### src/rtl/mdio_phy_slave_mp_if.sv
// rtl/mdio_phy_slave_mp_if.sv - MDIO pad and register-bank signals of mdio_phy_slave_mp
interface mdio_phy_slave_mp_if;
    logic        MDIO_I;
    logic        MDIO_O;
    logic        MDIO_OE;
    logic [15:0] RD_DATA;
    logic [2:0]  PORT;
    logic [4:0]  ADDR;
    logic [15:0] WR_DATA;
    logic        WR_STB;
    logic        RD_STB;
    logic        MDIO_DONE;
    logic        ERR;

    modport slave (
        input  MDIO_I, RD_DATA,
        output MDIO_O, MDIO_OE, PORT, ADDR, WR_DATA, WR_STB, RD_STB, MDIO_DONE, ERR
    );

    modport master (
        output MDIO_I, RD_DATA,
        input  MDIO_O, MDIO_OE, PORT, ADDR, WR_DATA, WR_STB, RD_STB, MDIO_DONE, ERR
    );
endinterface

### src/rtl/mdio_phy_slave_mp.sv
// rtl/mdio_phy_slave_mp.sv - Clause 22 MDIO slave claiming NUM_PORTS consecutive PHY addresses
// Define MDIO_BCAST_EN to turn writes to PHYAD 0 into a write to every port.
module mdio_phy_slave_mp #(
    parameter logic [4:0] PHY_BASE  = 5'd4,
    parameter int         NUM_PORTS = 4,
    parameter int         PRE_LEN   = 32
) (
    input  logic               MDC,
    input  logic               RESET,
    mdio_phy_slave_mp_if.slave bus
);
    localparam int             PCW     = $clog2(PRE_LEN + 2);
    localparam logic [PCW-1:0] PRE_MAX = PCW'(PRE_LEN);
    localparam int             ADDR_LO = int'(PHY_BASE);
    localparam int             ADDR_HI = ADDR_LO + NUM_PORTS;

    if (ADDR_HI > 32) begin : g_range_chk
        $error("mdio_phy_slave_mp: PHY_BASE + NUM_PORTS exceeds 32");
    end
    if ((NUM_PORTS < 1) || (NUM_PORTS > 8)) begin : g_ports_chk
        $error("mdio_phy_slave_mp: NUM_PORTS must be 1..8");
    end

    typedef enum logic [2:0] {
        S_PRE, S_ST, S_OP, S_PHYAD, S_REGAD, S_TA, S_DATA
    } state_t;

    state_t         state_q, state_d;
    logic [4:0]     bit_cnt_q, bit_cnt_d;
    logic [PCW-1:0] pre_cnt_q, pre_cnt_d;
    logic [14:0]    sr_q, sr_d;
    logic [15:0]    rd_sr_q, rd_sr_d;
    logic           is_read_q, is_read_d;
    logic           match_q, match_d;
    logic [2:0]     fport_q, fport_d;
    logic [4:0]     regad_q, regad_d;
    logic           mdio_o_q, mdio_o_d;
    logic           mdio_oe_q, mdio_oe_d;
    logic [2:0]     port_q, port_d;
    logic [4:0]     addr_q, addr_d;
    logic [15:0]    wr_data_q, wr_data_d;
    logic           wr_stb_q, wr_stb_d;
    logic           rd_stb_q, rd_stb_d;
    logic           done_q, done_d;
    logic           err_q, err_d;

    logic [4:0]     field5;
    logic [1:0]     field2;
    logic           drive_rd;
    logic           wr_claim;

`ifdef MDIO_BCAST_EN
    localparam logic [2:0] LAST_PORT = 3'(NUM_PORTS - 1);
    logic       bcast_q, bcast_d;
    logic       seq_act_q, seq_act_d;
    logic [2:0] seq_port_q, seq_port_d;
`endif

    always_comb begin
        state_d   = state_q;
        bit_cnt_d = bit_cnt_q + 5'd1;
        pre_cnt_d = pre_cnt_q;
        sr_d      = {sr_q[13:0], bus.MDIO_I};
        rd_sr_d   = rd_sr_q;
        is_read_d = is_read_q;
        match_d   = match_q;
        fport_d   = fport_q;
        regad_d   = regad_q;
        mdio_o_d  = 1'b0;
        mdio_oe_d = 1'b0;
        port_d    = port_q;
        addr_d    = addr_q;
        wr_data_d = wr_data_q;
        wr_stb_d  = 1'b0;
        rd_stb_d  = 1'b0;
        done_d    = 1'b0;
        err_d     = 1'b0;
        field5    = {sr_q[3:0], bus.MDIO_I};
        field2    = {sr_q[0], bus.MDIO_I};
        drive_rd  = is_read_q && match_q;
        wr_claim  = match_q;
`ifdef MDIO_BCAST_EN
        bcast_d    = bcast_q;
        seq_act_d  = seq_act_q;
        seq_port_d = seq_port_q;
        wr_claim   = match_q || bcast_q;
`endif

        case (state_q)
            S_PRE: begin
                bit_cnt_d = 5'd0;
                if (bus.MDIO_I) begin
                    if (pre_cnt_q < PRE_MAX) pre_cnt_d = pre_cnt_q + 1'b1;
                end else if (pre_cnt_q >= PRE_MAX) begin
                    state_d   = S_ST;
                    pre_cnt_d = '0;
                end else begin
                    pre_cnt_d = '0;
                end
            end
            S_ST: begin
                bit_cnt_d = 5'd0;
                if (bus.MDIO_I) begin
                    state_d = S_OP;
                end else begin
                    err_d   = 1'b1;
                    state_d = S_PRE;
                end
            end
            S_OP: begin
                if (bit_cnt_q[0]) begin
                    bit_cnt_d = 5'd0;
                    is_read_d = (field2 == 2'b10);
                    if ((field2 == 2'b10) || (field2 == 2'b01)) begin
                        state_d = S_PHYAD;
                    end else begin
                        err_d   = 1'b1;
                        state_d = S_PRE;
                    end
                end
            end
            S_PHYAD: begin
                if (bit_cnt_q == 5'd4) begin
                    bit_cnt_d = 5'd0;
                    state_d   = S_REGAD;
                    match_d   = (int'(field5) >= ADDR_LO) && (int'(field5) < ADDR_HI);
                    fport_d   = 3'(field5 - PHY_BASE);
`ifdef MDIO_BCAST_EN
                    bcast_d   = !is_read_q && (field5 == 5'd0) && (PHY_BASE != 5'd0);
`endif
                end
            end
            S_REGAD: begin
                if (bit_cnt_q == 5'd4) begin
                    bit_cnt_d = 5'd0;
                    state_d   = S_TA;
                    regad_d   = field5;
                    if (drive_rd) begin
                        rd_stb_d = 1'b1;
                        port_d   = fport_q;
                        addr_d   = field5;
                    end
                end
            end
            S_TA: begin
                // Read data is captured one cycle after RD_STB, then we drive TA's 0.
                if (!bit_cnt_q[0]) begin
                    if (drive_rd) begin
                        rd_sr_d   = bus.RD_DATA;
                        mdio_oe_d = 1'b1;
                    end
                end else begin
                    bit_cnt_d = 5'd0;
                    state_d   = S_DATA;
                    if (drive_rd) begin
                        mdio_oe_d = 1'b1;
                        mdio_o_d  = rd_sr_q[15];
                        rd_sr_d   = {rd_sr_q[14:0], 1'b0};
                    end else if (!is_read_q && (field2 != 2'b10)) begin
                        err_d   = wr_claim;
                        state_d = S_PRE;
                    end
                end
            end
            S_DATA: begin
                if (bit_cnt_q != 5'd15) begin
                    if (drive_rd) begin
                        mdio_oe_d = 1'b1;
                        mdio_o_d  = rd_sr_q[15];
                        rd_sr_d   = {rd_sr_q[14:0], 1'b0};
                    end
                end else begin
                    bit_cnt_d = 5'd0;
                    state_d   = S_PRE;
                    if (drive_rd) begin
                        done_d = 1'b1;
                    end else if (!is_read_q && match_q) begin
                        wr_stb_d  = 1'b1;
                        done_d    = 1'b1;
                        port_d    = fport_q;
                        addr_d    = regad_q;
                        wr_data_d = {sr_q, bus.MDIO_I};
                    end
`ifdef MDIO_BCAST_EN
                    if (bcast_q) begin
                        wr_stb_d   = 1'b1;
                        done_d     = (NUM_PORTS == 1);
                        port_d     = 3'd0;
                        addr_d     = regad_q;
                        wr_data_d  = {sr_q, bus.MDIO_I};
                        seq_act_d  = (NUM_PORTS > 1);
                        seq_port_d = 3'd1;
                    end
`endif
                end
            end
            default: begin
                state_d = S_PRE;
            end
        endcase

`ifdef MDIO_BCAST_EN
        // Remaining broadcast strobes; ADDR/WR_DATA stay as loaded by the first one.
        if (seq_act_q) begin
            wr_stb_d   = 1'b1;
            port_d     = seq_port_q;
            done_d     = (seq_port_q == LAST_PORT);
            seq_act_d  = (seq_port_q != LAST_PORT);
            seq_port_d = seq_port_q + 3'd1;
        end
`endif
    end

    always_ff @(posedge MDC) begin
        if (!RESET) begin
            state_q   <= S_PRE;
            bit_cnt_q <= '0;
            pre_cnt_q <= '0;
            sr_q      <= '0;
            rd_sr_q   <= '0;
            is_read_q <= 1'b0;
            match_q   <= 1'b0;
            fport_q   <= '0;
            regad_q   <= '0;
            mdio_o_q  <= 1'b0;
            mdio_oe_q <= 1'b0;
            port_q    <= '0;
            addr_q    <= '0;
            wr_data_q <= '0;
            wr_stb_q  <= 1'b0;
            rd_stb_q  <= 1'b0;
            done_q    <= 1'b0;
            err_q     <= 1'b0;
`ifdef MDIO_BCAST_EN
            bcast_q    <= 1'b0;
            seq_act_q  <= 1'b0;
            seq_port_q <= '0;
`endif
        end else begin
            state_q   <= state_d;
            bit_cnt_q <= bit_cnt_d;
            pre_cnt_q <= pre_cnt_d;
            sr_q      <= sr_d;
            rd_sr_q   <= rd_sr_d;
            is_read_q <= is_read_d;
            match_q   <= match_d;
            fport_q   <= fport_d;
            regad_q   <= regad_d;
            mdio_o_q  <= mdio_o_d;
            mdio_oe_q <= mdio_oe_d;
            port_q    <= port_d;
            addr_q    <= addr_d;
            wr_data_q <= wr_data_d;
            wr_stb_q  <= wr_stb_d;
            rd_stb_q  <= rd_stb_d;
            done_q    <= done_d;
            err_q     <= err_d;
`ifdef MDIO_BCAST_EN
            bcast_q    <= bcast_d;
            seq_act_q  <= seq_act_d;
            seq_port_q <= seq_port_d;
`endif
        end
    end

    assign bus.MDIO_O    = mdio_o_q;
    assign bus.MDIO_OE   = mdio_oe_q;
    assign bus.PORT      = port_q;
    assign bus.ADDR      = addr_q;
    assign bus.WR_DATA   = wr_data_q;
    assign bus.WR_STB    = wr_stb_q;
    assign bus.RD_STB    = rd_stb_q;
    assign bus.MDIO_DONE = done_q;
    assign bus.ERR       = err_q;
endmodule

### src/flat_wrapper.sv
// flat-port wrapper written by rule: the top's interface ports become plain ports
module mdio_phy_slave_mp_flat 
#(
    parameter logic [4:0] PHY_BASE  = 5'd4,
    parameter int         NUM_PORTS = 4,
    parameter int         PRE_LEN   = 32
)
  (MDC, RESET, bus_MDIO_I, bus_RD_DATA, bus_MDIO_O, bus_MDIO_OE, bus_PORT, bus_ADDR, bus_WR_DATA, bus_WR_STB, bus_RD_STB, bus_MDIO_DONE, bus_ERR);
  mdio_phy_slave_mp_if bus_i ();
  input  logic MDC;
  input  logic RESET;
  input wire logic [$bits(bus_i.MDIO_I)-1:0] bus_MDIO_I;
  input wire logic [$bits(bus_i.RD_DATA)-1:0] bus_RD_DATA;
  output wire logic [$bits(bus_i.MDIO_O)-1:0] bus_MDIO_O;
  output wire logic [$bits(bus_i.MDIO_OE)-1:0] bus_MDIO_OE;
  output wire logic [$bits(bus_i.PORT)-1:0] bus_PORT;
  output wire logic [$bits(bus_i.ADDR)-1:0] bus_ADDR;
  output wire logic [$bits(bus_i.WR_DATA)-1:0] bus_WR_DATA;
  output wire logic [$bits(bus_i.WR_STB)-1:0] bus_WR_STB;
  output wire logic [$bits(bus_i.RD_STB)-1:0] bus_RD_STB;
  output wire logic [$bits(bus_i.MDIO_DONE)-1:0] bus_MDIO_DONE;
  output wire logic [$bits(bus_i.ERR)-1:0] bus_ERR;
  assign bus_i.MDIO_I = bus_MDIO_I;
  assign bus_i.RD_DATA = bus_RD_DATA;
  assign bus_MDIO_O = bus_i.MDIO_O;
  assign bus_MDIO_OE = bus_i.MDIO_OE;
  assign bus_PORT = bus_i.PORT;
  assign bus_ADDR = bus_i.ADDR;
  assign bus_WR_DATA = bus_i.WR_DATA;
  assign bus_WR_STB = bus_i.WR_STB;
  assign bus_RD_STB = bus_i.RD_STB;
  assign bus_MDIO_DONE = bus_i.MDIO_DONE;
  assign bus_ERR = bus_i.ERR;
  mdio_phy_slave_mp #(.PHY_BASE(PHY_BASE), .NUM_PORTS(NUM_PORTS), .PRE_LEN(PRE_LEN)) u_core (.MDC(MDC), .RESET(RESET), .bus(bus_i));
endmodule
### config.mk
export PLATFORM = sky130hd
export DESIGN_NAME = mdio_phy_slave_mp_flat
export DESIGN_NICKNAME = d
export VERILOG_FILES = /design/src/rtl/mdio_phy_slave_mp_if.sv /design/src/rtl/mdio_phy_slave_mp.sv /design/src/flat_wrapper.sv
export SDC_FILE = /design/constraint.sdc
export NUM_CORES = 1
export LEC_CHECK = 0
export CAP_MARGIN = 25
export CORE_MARGIN = 5
export CORE_UTILIZATION = 49
export CTS_CLUSTER_DIAMETER = 80
export CTS_CLUSTER_SIZE = 14
export DETAILED_ROUTE_END_ITERATION = 7
export PLACE_DENSITY = 0.83
export SLEW_MARGIN = 5
export SYNTH_ARGS = -nofsm -noshare
export SYNTH_HDL_FRONTEND = slang
export SYNTH_SLANG_ARGS = --single-unit
### constraint.sdc
create_clock -name MDC -period 2.4 [get_ports MDC]
set_clock_uncertainty 0.2 [all_clocks]
set_input_delay 0.48 -clock MDC [delete_from_list [all_inputs] [get_ports MDC]]
set_output_delay 0.48 -clock MDC [all_outputs]
set_load 0.02 [all_outputs]
==> summary.md <==
| Metric | Value |
|---|---|
| Worst reg2reg path depth | `9` |
| Primary FF master, synth | `dfxtp_1` |
| Routed vias | `2958` |
| Layout cells sized above 1 | `13.33%` |
| Hold Path Origin | `u_core.rd_sr_q[15]` |
| Critical Path Fanout Max | `15` |
| Crit-path max cell delay | `0.39 ns` |
| Die height | `96.53 um` |
| R2r setup slk | `0.10 ns` |
| DR top layer | `met4` |
| Starting Density | `50.58%` |
| #FFs+latches synth | `85` |
| Clock share of power | `38.9%` |
| Syn Nets | `437` |
| Inserted Clock Buffers | `9` |
| Number of enable flip-flop cells after synthesis | `0` |
| Post-route clock period utilization | `95.70%` |
| Sequence of cells on the critical path | `ha_1, nand3_2, inv_1, ha_1, or3b_4, a211oi_4, buf_4, clkbuf_16, a211oi_2` |
| Critical Path Start | `u_core.bit_cnt_q[1]` |
| Seq/Total Area, Yosys | `46.38%` |
| Net switching power | `0.0006241 W` |
| # IOs | `49` |
| Die width | `96.53 um` |
| Pint | `0.001861 W` |
| Worst EP required | `2.45 ns` |
| Pin count of the biggest net entering global routing | `49` |
| Reg-to-reg startpoint | `u_core.bit_cnt_q[1]` |
| Port Buf Inserts | `48` |
| PD cells | `546.7 nW/um2` |
| Slowest-stage cell, CP | `or3b_4` |
| Post-synthesis instance total | `410` |
| Critical Setup Path Class | `reg -> reg` |
| Post-synthesis cell area | `3669 um2` |
| Diode count | `0` |
| Post-route ant nets | `0` |
| Most used cell, CP | `ha_1` |
| Max Freq | `0.4354 GHz` |
| Iteration-0 DRC count of the detailed router | `190` |
| Post-DP HPWL | `5.339 mm` |
| Post-place setup slack | `0.03927 ns` |
| Core Area | `7253 um2` |
| Met3 routed WL | `416 um` |
| Critical path capture point type | `register` |
| CTS tree | `built` |
| Drt first pass iters | `4` |
| Synth warn | `0` |
| Final Core Density | `62.67%` |
| Hold endpoint | `u_core.bus.MDIO_O` |
| Comb power frac | `4.0%` |
| Library cells used by synthesis | `45` |
| Arrival @ worst endpoint | `2.34 ns` |
| Leakage | `1.711 nW` |
| Area contributors post-synth | `dfxtp_1 (46%), mux2i_1 (7.6%), nand2_1 (6.1%)` |
| Maximum vdd ir drop | `0.0003739 V` |
| Total chip power | `0.002485 W` |
| Die footprint | `9317 um2` |
| Fraction of registers with async set/reset | `0%` |
| Cell depth of the worst hold path | `2` |
| Final nets | `487` |
| Post-route setup slack | `0.1033 ns` |
| Area grow syn2layout | `23.91%` |
| Final worst path period need | `2.297 ns` |
| Total grt overflow | `0` |
| Routability cong. | `0.8527` |
| Max-cap violations | `0` |
| Switching share of power | `25.12%` |
| Yosys top cell area share | `46.38%` |
| WL final | `7.966 mm` |
| Outcome | `completed` |
| Met1 wire length | `3.757 mm` |
| Overall Global Routing Usage | `17.80%` |
| Via-to-Cell Ratio | `5.245` |
| First-pass GRT wire length | `13.00 mm` |
| Mean cell area of the mapped netlist | `8.948 um2` |
| Worst R2R End | `u_core.rd_sr_q[6]` |
| Final Hold Viols | `0` |
| Most frequent cell after synthesis | `dfxtp_1` |
| Reg clk slew, reported paths | `0.09 ns` |
| Clock sinks | `85` |
| H-tree depth | `3` |
| Metal2 WL | `3.661 mm` |
| CP Launch Type | `register` |
| # rows | `31` |
| Synth area leader | `dfxtp_1` |
| # DRC | `0` |
| Vias in the first global route | `2816` |
| Avg WL per Cell | `14.12 um` |
| Synth cell count leaders | `dfxtp_1 (85), nand2_1 (60), nor2_1 (53), a21oi_1 (30), mux2i_1 (28)` |
| Actual slew at the worst max-slew pin | `0.5884 ns` |
| Flop pwr share | `57.1%` |
| CTS root buffer | `clkbuf_8` |
| Initial antenna violation count | `0` |
| Setup-failing EPs final | `0` |
| Min-delay worst type | `reg -> reg` |
| Skew-Pair Late Insertion Delay | `0.35 ns` |
| Slew headroom | `60.68%` |
| Hold WS | `0.2514 ns` |
| Final slew viol count | `0` |
| Buffers from clock root to sink, at most | `2` |
[kinds of logic (layout without fill, tap and decap cells)]
family	count (synthesis)	after routing	synth area share, %
muxes	28	28	7.640
xor gates and xnor gates	1	1	0.2388
and+or+nand+nor	169	169	21.96
DFF	85	85	46.38
buffers and inverters	38	93	4.775
adders and majority gates	8	8	2.729
AOI/OAI and AO/OA	81	81	16.27
[worst max-delay path, delay by kind of cell, from the launching register on]
family                     cells  cell delay [ns]
and+or+nand+nor                2             0.48
adders and majority gates      2             0.41
buffers and inverters          3             0.40
DFF                            1             0.35
AOI/OAI and AO/OA              2             0.34
[worst max-delay path by stage]
| stage | end | slack (ns) |
|---|---|---|
| floorplan | u_core.rd_sr_q[10] | 0.15 |
| global placement | u_core.rd_sr_q[12] | 0.14 |
| detailed placement | u_core.rd_sr_q[6] | 0.04 |
| CTS | u_core.rd_sr_q[6] | 0.004 |
| global route | u_core.rd_sr_q[7] | -0.03 |
| finish | u_core.rd_sr_q[6] | 0.10 |
[repair_timing]
item                                    CTS  global route
resized for setup                         0             2
hold buffers                              0             0
buffers inserted                          0             1
endpoints found under the setup margin    0            17
[cell type report]
class                   count  area (um2)
multi-input cells         287        1804
repair buffers             68       685.7
fillers                   600        2708
inverters                   9       37.54
well taps                  99       123.9
clock buffers               9       123.9
flip-flops and latches     85        1702
clock inverters             7       68.82
[routing by layer]
| metal | up-vias | global-route usage, % |
|---|---|---|
| met5 | - | 0 |
| met3 | 12 | 2.866 |
| met4 | 0 | 7.944 |
| met2 | 73 | 27.47 |
| met1 | 1376 | 24.53 |
| li1 | 1497 | - |
[power groups by stage]
| stage | registers, W | logic [W] | clock network (W) |
|---|---|---|---|
| final | 0.00142 | 0.0000990 | 0.000967 |
| after global routing | 0.00142 | 0.000108 | 0.00106 |
| after CTS | 0.00142 | 0.0000999 | 0.000983 |
| after detailed placement | 0.00145 | 0.0000984 | 0 |
| after global placement | 0.00145 | 0.0000974 | 0 |
| after floorplan | 0.00145 | 0.0000491 | 0 |
[state kept, by name, indices dropped and copies added, names as in the netlist, 3 cells and up]
register	flops
u_core.state_q	3
u_core.regad_q	5
u_core.rd_sr_q	16
u_core.bus.PORT	3
u_core.fport_q	3
u_core.bus.WR_DATA	16
u_core.pre_cnt_q	6
u_core.sr_q	15
u_core.bit_cnt_q	5
u_core.bus.ADDR	5
[metrics by stage]
stage,TNS (ns),std cells,cell area (um2)
after floorplan,0,410,3669
after global placement,0,546,4312
after detailed placement,0,546,4312
after CTS,0,562,4504
after global routing,-0.1544,564,4546
final,0,564,4546
[cell usage in the layout (no fill, tap or decap), drive strengths merged, types with 3 or more instances in the layout]
cell type | Yosys | layout
dfxtp | 85 | 85
nand2 | 61 | 61
nor2 | 54 | 54
clkdlybuf4s50 | 0 | 48
a21oi | 30 | 30
mux2i | 28 | 28
a211oi | 25 | 25
buf | 11 | 19
and2 | 15 | 15
inv | 9 | 11
o21ai | 10 | 10
nand3 | 10 | 10
clkbuf | 18 | 10
ha | 8 | 8
nand2b | 7 | 7
nor3 | 5 | 5
clkinvlp | 0 | 3
a22oi | 3 | 3
nand4b | 3 | 3
nor3b | 3 | 3
Note: power is estimated with default switching activity, not from simulation.
